--- src/rtl/router_pkg.sv ---
// Shared types for the router egress packet collector: header layout, FSM states,
// FIFO entry format and statistics counter width.
package router_pkg;

  localparam int STAT_W = 16;

  typedef struct packed {
    logic [3:0] src;
    logic [3:0] dst;
  } pkt_hdr_t;

  typedef enum logic [2:0] {
    IDLE,
    LEN,
    PAYLOAD,
    TAIL,
    DISCARD
  } coll_state_e;

  typedef struct packed {
    logic       sop;
    logic       eop;
    logic [7:0] data;
  } fifo_entry_t;

endpackage

--- src/rtl/router_commit_fifo.sv ---
// Byte FIFO with a speculative write pointer: packets are written speculatively and
// become visible to the reader only on commit; rewind throws away the uncommitted part.
module router_commit_fifo
  import router_pkg::*;
#(
  parameter int DEPTH = 64
) (
  input  logic        clk,
  input  logic        reset,
  input  logic        wr_en,
  input  fifo_entry_t wr_entry,
  input  logic        commit,
  input  logic        rewind,
  input  logic        pop,
  output fifo_entry_t rd_entry,
  output logic        full,
  output logic        empty
);

  localparam int AW = $clog2(DEPTH);

  logic [AW:0] rptr_reg;
  logic [AW:0] wptr_commit_reg;
  logic [AW:0] wptr_spec_reg;
  logic [AW:0] occ_spec;
  fifo_entry_t mem [DEPTH];

  // Extra pointer MSB lets a full FIFO be told apart from an empty one.
  assign occ_spec = wptr_spec_reg - rptr_reg;
  assign full     = (occ_spec == (AW+1)'(DEPTH));
  assign empty    = (rptr_reg == wptr_commit_reg);
  assign rd_entry = mem[rptr_reg[AW-1:0]];

  always_ff @(posedge clk) begin
    if (wr_en) begin
      mem[wptr_spec_reg[AW-1:0]] <= wr_entry;
    end
  end

  always_ff @(posedge clk or posedge reset) begin
    if (reset) begin
      rptr_reg        <= '0;
      wptr_commit_reg <= '0;
      wptr_spec_reg   <= '0;
    end else begin
      if (pop && !empty) begin
        rptr_reg <= rptr_reg + (AW+1)'(1);
      end
      if (rewind) begin
        wptr_spec_reg <= wptr_commit_reg;
      end else if (wr_en) begin
        wptr_spec_reg <= wptr_spec_reg + (AW+1)'(1);
      end
      if (commit) begin
        wptr_commit_reg <= wptr_spec_reg;
      end
    end
  end

endmodule

--- src/rtl/router_pkt_collector.sv ---
// Egress packet collector: checks framing, commits good packets into a byte FIFO and
// streams them out with sop/eop. Statistics counters exist only with ROUTER_COLLECTOR_STATS_EN.
module router_pkt_collector
  import router_pkg::*;
#(
  parameter int DEPTH       = 64,
  parameter int MAX_PAYLOAD = 32
) (
  input  logic              clk,
  input  logic              reset,
  input  logic [7:0]        da,
  input  logic              da_valid,
  output logic [7:0]        out_data,
  output logic              out_sop,
  output logic              out_eop,
  output logic              out_valid,
  input  logic              out_ready,
  input  logic              clr_stats,
  output logic [STAT_W-1:0] ok_cnt,
  output logic [STAT_W-1:0] err_cnt,
  output logic [STAT_W-1:0] drop_cnt
);

  localparam int         RW    = $clog2(MAX_PAYLOAD + 1);
  localparam logic [7:0] MAX_N = 8'(MAX_PAYLOAD);

  coll_state_e   state_reg, state_next;
  logic [RW-1:0] remaining_reg, remaining_next;
  logic          want_wr, wr_en, commit, rewind;
  logic          ok_inc, err_inc, drop_inc;
  logic          full, empty;
  fifo_entry_t   wr_entry, rd_entry;

  router_commit_fifo #(
    .DEPTH(DEPTH)
  ) u_fifo (
    .clk     (clk),
    .reset   (reset),
    .wr_en   (wr_en),
    .wr_entry(wr_entry),
    .commit  (commit),
    .rewind  (rewind),
    .pop     (out_ready),
    .rd_entry(rd_entry),
    .full    (full),
    .empty   (empty)
  );

  assign out_valid = !empty;
  assign out_data  = out_valid ? rd_entry.data : 8'h00;
  assign out_sop   = out_valid & rd_entry.sop;
  assign out_eop   = out_valid & rd_entry.eop;

  always_comb begin
    state_next     = state_reg;
    remaining_next = remaining_reg;
    want_wr        = 1'b0;
    wr_en          = 1'b0;
    wr_entry       = '0;
    commit         = 1'b0;
    rewind         = 1'b0;
    ok_inc         = 1'b0;
    err_inc        = 1'b0;
    drop_inc       = 1'b0;
    wr_entry.data  = da;
    case (state_reg)
      IDLE: begin
        if (da_valid) begin
          want_wr      = 1'b1;
          wr_entry.sop = 1'b1;
          state_next   = LEN;
        end
      end
      LEN: begin
        if (!da_valid) begin
          err_inc    = 1'b1;
          rewind     = 1'b1;
          state_next = IDLE;
        end else if (da == 8'h00 || da > MAX_N) begin
          err_inc    = 1'b1;
          rewind     = 1'b1;
          state_next = DISCARD;
        end else begin
          want_wr        = 1'b1;
          remaining_next = RW'(da);
          state_next     = PAYLOAD;
        end
      end
      PAYLOAD: begin
        if (!da_valid) begin
          err_inc    = 1'b1;
          rewind     = 1'b1;
          state_next = IDLE;
        end else begin
          want_wr        = 1'b1;
          wr_entry.eop   = (remaining_reg == RW'(1));
          remaining_next = remaining_reg - RW'(1);
          if (remaining_reg == RW'(1)) begin
            state_next = TAIL;
          end
        end
      end
      TAIL: begin
        if (!da_valid) begin
          commit     = 1'b1;
          ok_inc     = 1'b1;
          state_next = IDLE;
        end else begin
          err_inc    = 1'b1;
          rewind     = 1'b1;
          state_next = DISCARD;
        end
      end
      DISCARD: begin
        if (!da_valid) begin
          state_next = IDLE;
        end
      end
      default: state_next = IDLE;
    endcase
    // A write into a full FIFO drops the whole packet instead of flagging an error.
    if (want_wr && full) begin
      drop_inc   = 1'b1;
      rewind     = 1'b1;
      state_next = DISCARD;
    end else begin
      wr_en = want_wr;
    end
  end

  always_ff @(posedge clk or posedge reset) begin
    if (reset) begin
      state_reg     <= IDLE;
      remaining_reg <= '0;
    end else begin
      state_reg     <= state_next;
      remaining_reg <= remaining_next;
    end
  end

`ifdef ROUTER_COLLECTOR_STATS_EN
  logic [2:0]          cnt_inc;
  logic [3*STAT_W-1:0] cnt_all;

  assign cnt_inc = {drop_inc, err_inc, ok_inc};

  for (genvar gi = 0; gi < 3; gi++) begin : g_cnt
    logic [STAT_W-1:0] cnt_reg;
    always_ff @(posedge clk or posedge reset) begin
      if (reset) begin
        cnt_reg <= '0;
      end else if (clr_stats) begin
        cnt_reg <= '0;
      end else if (cnt_inc[gi] && cnt_reg != '1) begin
        cnt_reg <= cnt_reg + STAT_W'(1);
      end
    end
    assign cnt_all[gi*STAT_W +: STAT_W] = cnt_reg;
  end

  assign ok_cnt   = cnt_all[0*STAT_W +: STAT_W];
  assign err_cnt  = cnt_all[1*STAT_W +: STAT_W];
  assign drop_cnt = cnt_all[2*STAT_W +: STAT_W];
`else
  logic unused_stats;
  assign unused_stats = ^{clr_stats, ok_inc, err_inc, drop_inc};
  assign ok_cnt       = '0;
  assign err_cnt      = '0;
  assign drop_cnt     = '0;
`endif

endmodule

--- config.mk ---
export PLATFORM = sky130hd
export DESIGN_NAME = router_pkt_collector
export DESIGN_NICKNAME = d
export VERILOG_FILES = /design/src/rtl/router_pkg.sv /design/src/rtl/router_commit_fifo.sv /design/src/rtl/router_pkt_collector.sv
export SDC_FILE = /design/constraint.sdc
export NUM_CORES = 1
export LEC_CHECK = 0
export ABC_AREA = 1
export BUFFER_PORTS_ARGS = -buffer_cell sky130_fd_sc_hd__buf_2
export CORE_MARGIN = 2
export CORE_UTILIZATION = 62
export CTS_CLUSTER_SIZE = 30
export DETAILED_ROUTE_END_ITERATION = 10
export HOLD_SLACK_MARGIN = 0.05
export PLACE_DENSITY = 0.79
export SYNTH_ARGS = -nofsm -noshare
export SYNTH_HDL_FRONTEND = slang
export SYNTH_SLANG_ARGS = --single-unit
--- constraint.sdc ---
create_clock -name clk -period 4.65 [get_ports clk]
set_input_delay 0.6975 -clock clk [delete_from_list [all_inputs] [get_ports clk]]
set_output_delay 0.6975 -clock clk [all_outputs]
set_load 0.02 [all_outputs]
==> summary.md <==
| Metric | Value |
|---|---|
| Sink Count | 670 |
| Worst clock skew | 0.0178 ns |
| Gates resized, CTS repair | 0 |
| 1st-iter DRT viols | 2690 |
| Crit Path Max Fanout | 187 |
| Final core utilization | 69.0% |
| First-pass GRT wire length | 107000 µm |
| RSZ-0062 raised after global routing | false |
| Slowest CP cell | dfrtp_4 |
| 1st-pass router iterations | 6 |
| Max FFs per register | 640 |
| Netlist cell types | 41 |
| Finished Cell Area | 0.0314 mm² |
| DR vias | 19600 |
| Synthesized area per cell | 11.2 µm² |
| Die span in y | 219 µm |
| Count leader, synth | edfxtp_1 |
| Status | completed |
| Die area | 0.0480 mm² |
| Synth area leader | edfxtp_1 |
| Pwr/cell area | 616 mW/mm² |
| CP required | 3.95 ns |
| R2r setup slk | 0.71 ns |
| Final setup viols | 0 |
| Slowest stage delay, CP | 0.62 ns |
| FMAX | 0.228 GHz |
| Slew margin rel. | 14.3% |
| Num CTS Buffers | 67 |
| Share of the yosys chip area belonging to registers | 69.6% |
| # IOs | 72 |
| Clock Path Buffers | 3 |
| Placed instance count | 3119 |
| Clk pin slew, worst setup/hold paths | 0.06 ns |
| Worst R2R Path Depth | 11 |
| Nets | 2611 |
| Number of remaining DRC errors | 0 |
| Dpl hpwl | 39600 µm |
| Site Rows | 78 |
| Fin crit share | 94.5% |
| Critical Path Sink Type | output port |
| Htree depth | 3 |
| Worst path cell trace | buf_12, o21ai_0, o21ai_0, nand3_1, nand2_1, nand2_1, nand2_1, inv_1, a21oi_1, buf_2 |
| Final RePlAce weighted congestion | 0.913 |
| Main synth FF type | edfxtp_1 |
| R2R Path Start | u_fifo.rptr_reg[5] |
| Clk Tree Root Cell | clkbuf_16 |
| Worst setup SP type | flop |
| Hold slack | 0.175 ns |
| Synth warn | 0 |
| Die Wd | 219 µm |
| Final Slew Violations | 0 |
| Reg-to-reg endpoint | u_fifo.mem[34][8] |
| Total grt overflow | 0 |
| CP arrival | 3.70 ns |
| Post-route ant nets | 0 |
| Synth top area share | 67.0% |
| Mapped Area | 0.0287 mm² |
| Non-filler cells, final | 3236 |
| Post-CTS setup buffers | 0 |
| Initial antenna violation count | 1 |
| Vias per inst | 6.05 |
| Filler cells | 3134 |
| Worst hold path class | in -> async |
| Layout cell share with drive strength beyond 1 | 8.23% |
| Post-synth EDFFs | 640 |
| Crit path max-delay family | compound AO/OA/AOI/OAI gates |
| Worst skew pair latency | 0.60 ns |
| Min Tclk post-route | 4.39 ns |
| Peak VDD IR | 0.605 mV |
| Wirelength per Cell | 21.7 µm |
| Setup TNS | 0 ns |
| Synth Instances | 2559 |
| Initial core utilization | 63.1% |
| Hold-fix buffers at CTS | 0 |
| Overall Global Routing Usage | 29.8% |
| WL final | 70100 µm |
| Vias in the first global route | 18900 |
| Most used cell, CP | nand2_1 |
| Area grow syn2layout | 9.50% |
| Area after DPL | 0.0293 mm² |
| #FFs+latches synth | 670 |
| Post-synth ARST share | 4.48% |
| CTS tree | yes |
| Ranking of synthesized cells by area | edfxtp_1 67%, nand2_1 7.4%, nand3_1 6.8% |
| Final hold viol count | 0 |
| Core box area | 0.0455 mm² |
| Worst-margin pin slew | 1.28 ns |
| Pin count of the biggest net entering global routing | 188 |
| Port Buffers | 22 |
| Inserted Diodes | 0 |
| Setup CP Type | reg -> out |
| Maxcap violations | 0 |
| Synth top cells by count | 640 x edfxtp_1, 562 x nand2_1, 387 x nand3_1 |
| WP buf/inv | 3 |
| Leakage | 11.4 nW |
-- worst max path at each step --
stage | from | to | cells past startpoint
6_report | u_fifo.rptr_reg[0] | out_data[3] | 10
5_1_grt | u_fifo.rptr_reg[0] | out_data[3] | 12
4_1_cts | u_fifo.rptr_reg[0] | out_data[3] | 10
3_5_place_dp | da[2] | u_fifo.mem[34][1] | 9
3_3_place_gp | da[5] | u_fifo.mem[34][7] | 11
2_1_floorplan | u_fifo.rptr_reg[1] | u_fifo.mem[31][0] | 15
-- kinds of logic after synthesis --
group	Yosys count	share of synthesized area [%]
AOI/OAI and AO/OA	238	4.42
xor gates and xnor gates	15	0.458
adders and majority gates	10	0.436
buffers and inverters	274	5.10
DFF	670	69.6
muxes	2	0.0785
other	1	0.0131
and+or+nand+nor	1349	19.9
-- cell usage in the layout (no fill, tap or decap), types with 9 or more instances in the layout --
cell type  netlist  final
a21oi_1         34     34
nand3_1        387    387
o211ai_1        20     20
nor3_1          51     49
edfxtp_1       640    640
inv_1           72     72
conb_1           1     48
clkbuf_1        39     27
clkbuf_16        0     73
nor2_1         331    329
buf_4           79     80
nand2_1        562    562
clkinv_1         1      9
dfrtp_1         30     27
xor2_1          14     14
buf_2           54     22
ha_1            10     10
o21ai_0        166    166
o21ai_1         10     10
-- metal layers --
layer	GRT usage, %	up-vias	share of wire [%]
li1	-	8886	-
met1	41.4	9285	38
met3	5.41	193	11
met2	47.0	1225	47
met5	0	-	0.019
met4	12.3	2	3.9
-- power by group --
group / internal (mW) / total (mW) / switching [mW] / leakage, nW
Sequential: 6.87 / 7.06 / 0.188 / 6.09
Clock: 3.03 / 5.22 / 2.19 / 1.01
Combinational: 1.92 / 7.06 / 5.14 / 4.32
-- final cells by class --
type                       count  area [µm²]  share of cell area (%)
sequential                   670       20000                    63.6
multi-input combinational   1662        7450                    23.7
clock buffer                 100        1930                    6.14
timing repair buffer         108         831                    2.65
tap                          600         751                    2.39
inverter                      79         308                   0.980
clock inverter                17         154                   0.490
-- worst min-delay path: cells and delay by family --
| family | cells | cell delay, ns |
|---|---|---|
| buffers and inverters | 3 | 0.48 |
-- stage by stage --
step                setup WS, ns  power [mW]
finish                     0.255        19.3
global route               0.164        20.3
CTS                        0.445        19.2
detailed placement         0.679        14.0
global placement           0.740        13.8
floorplan                   1.39        12.0
Note: power is estimated with default switching activity, not from simulation.
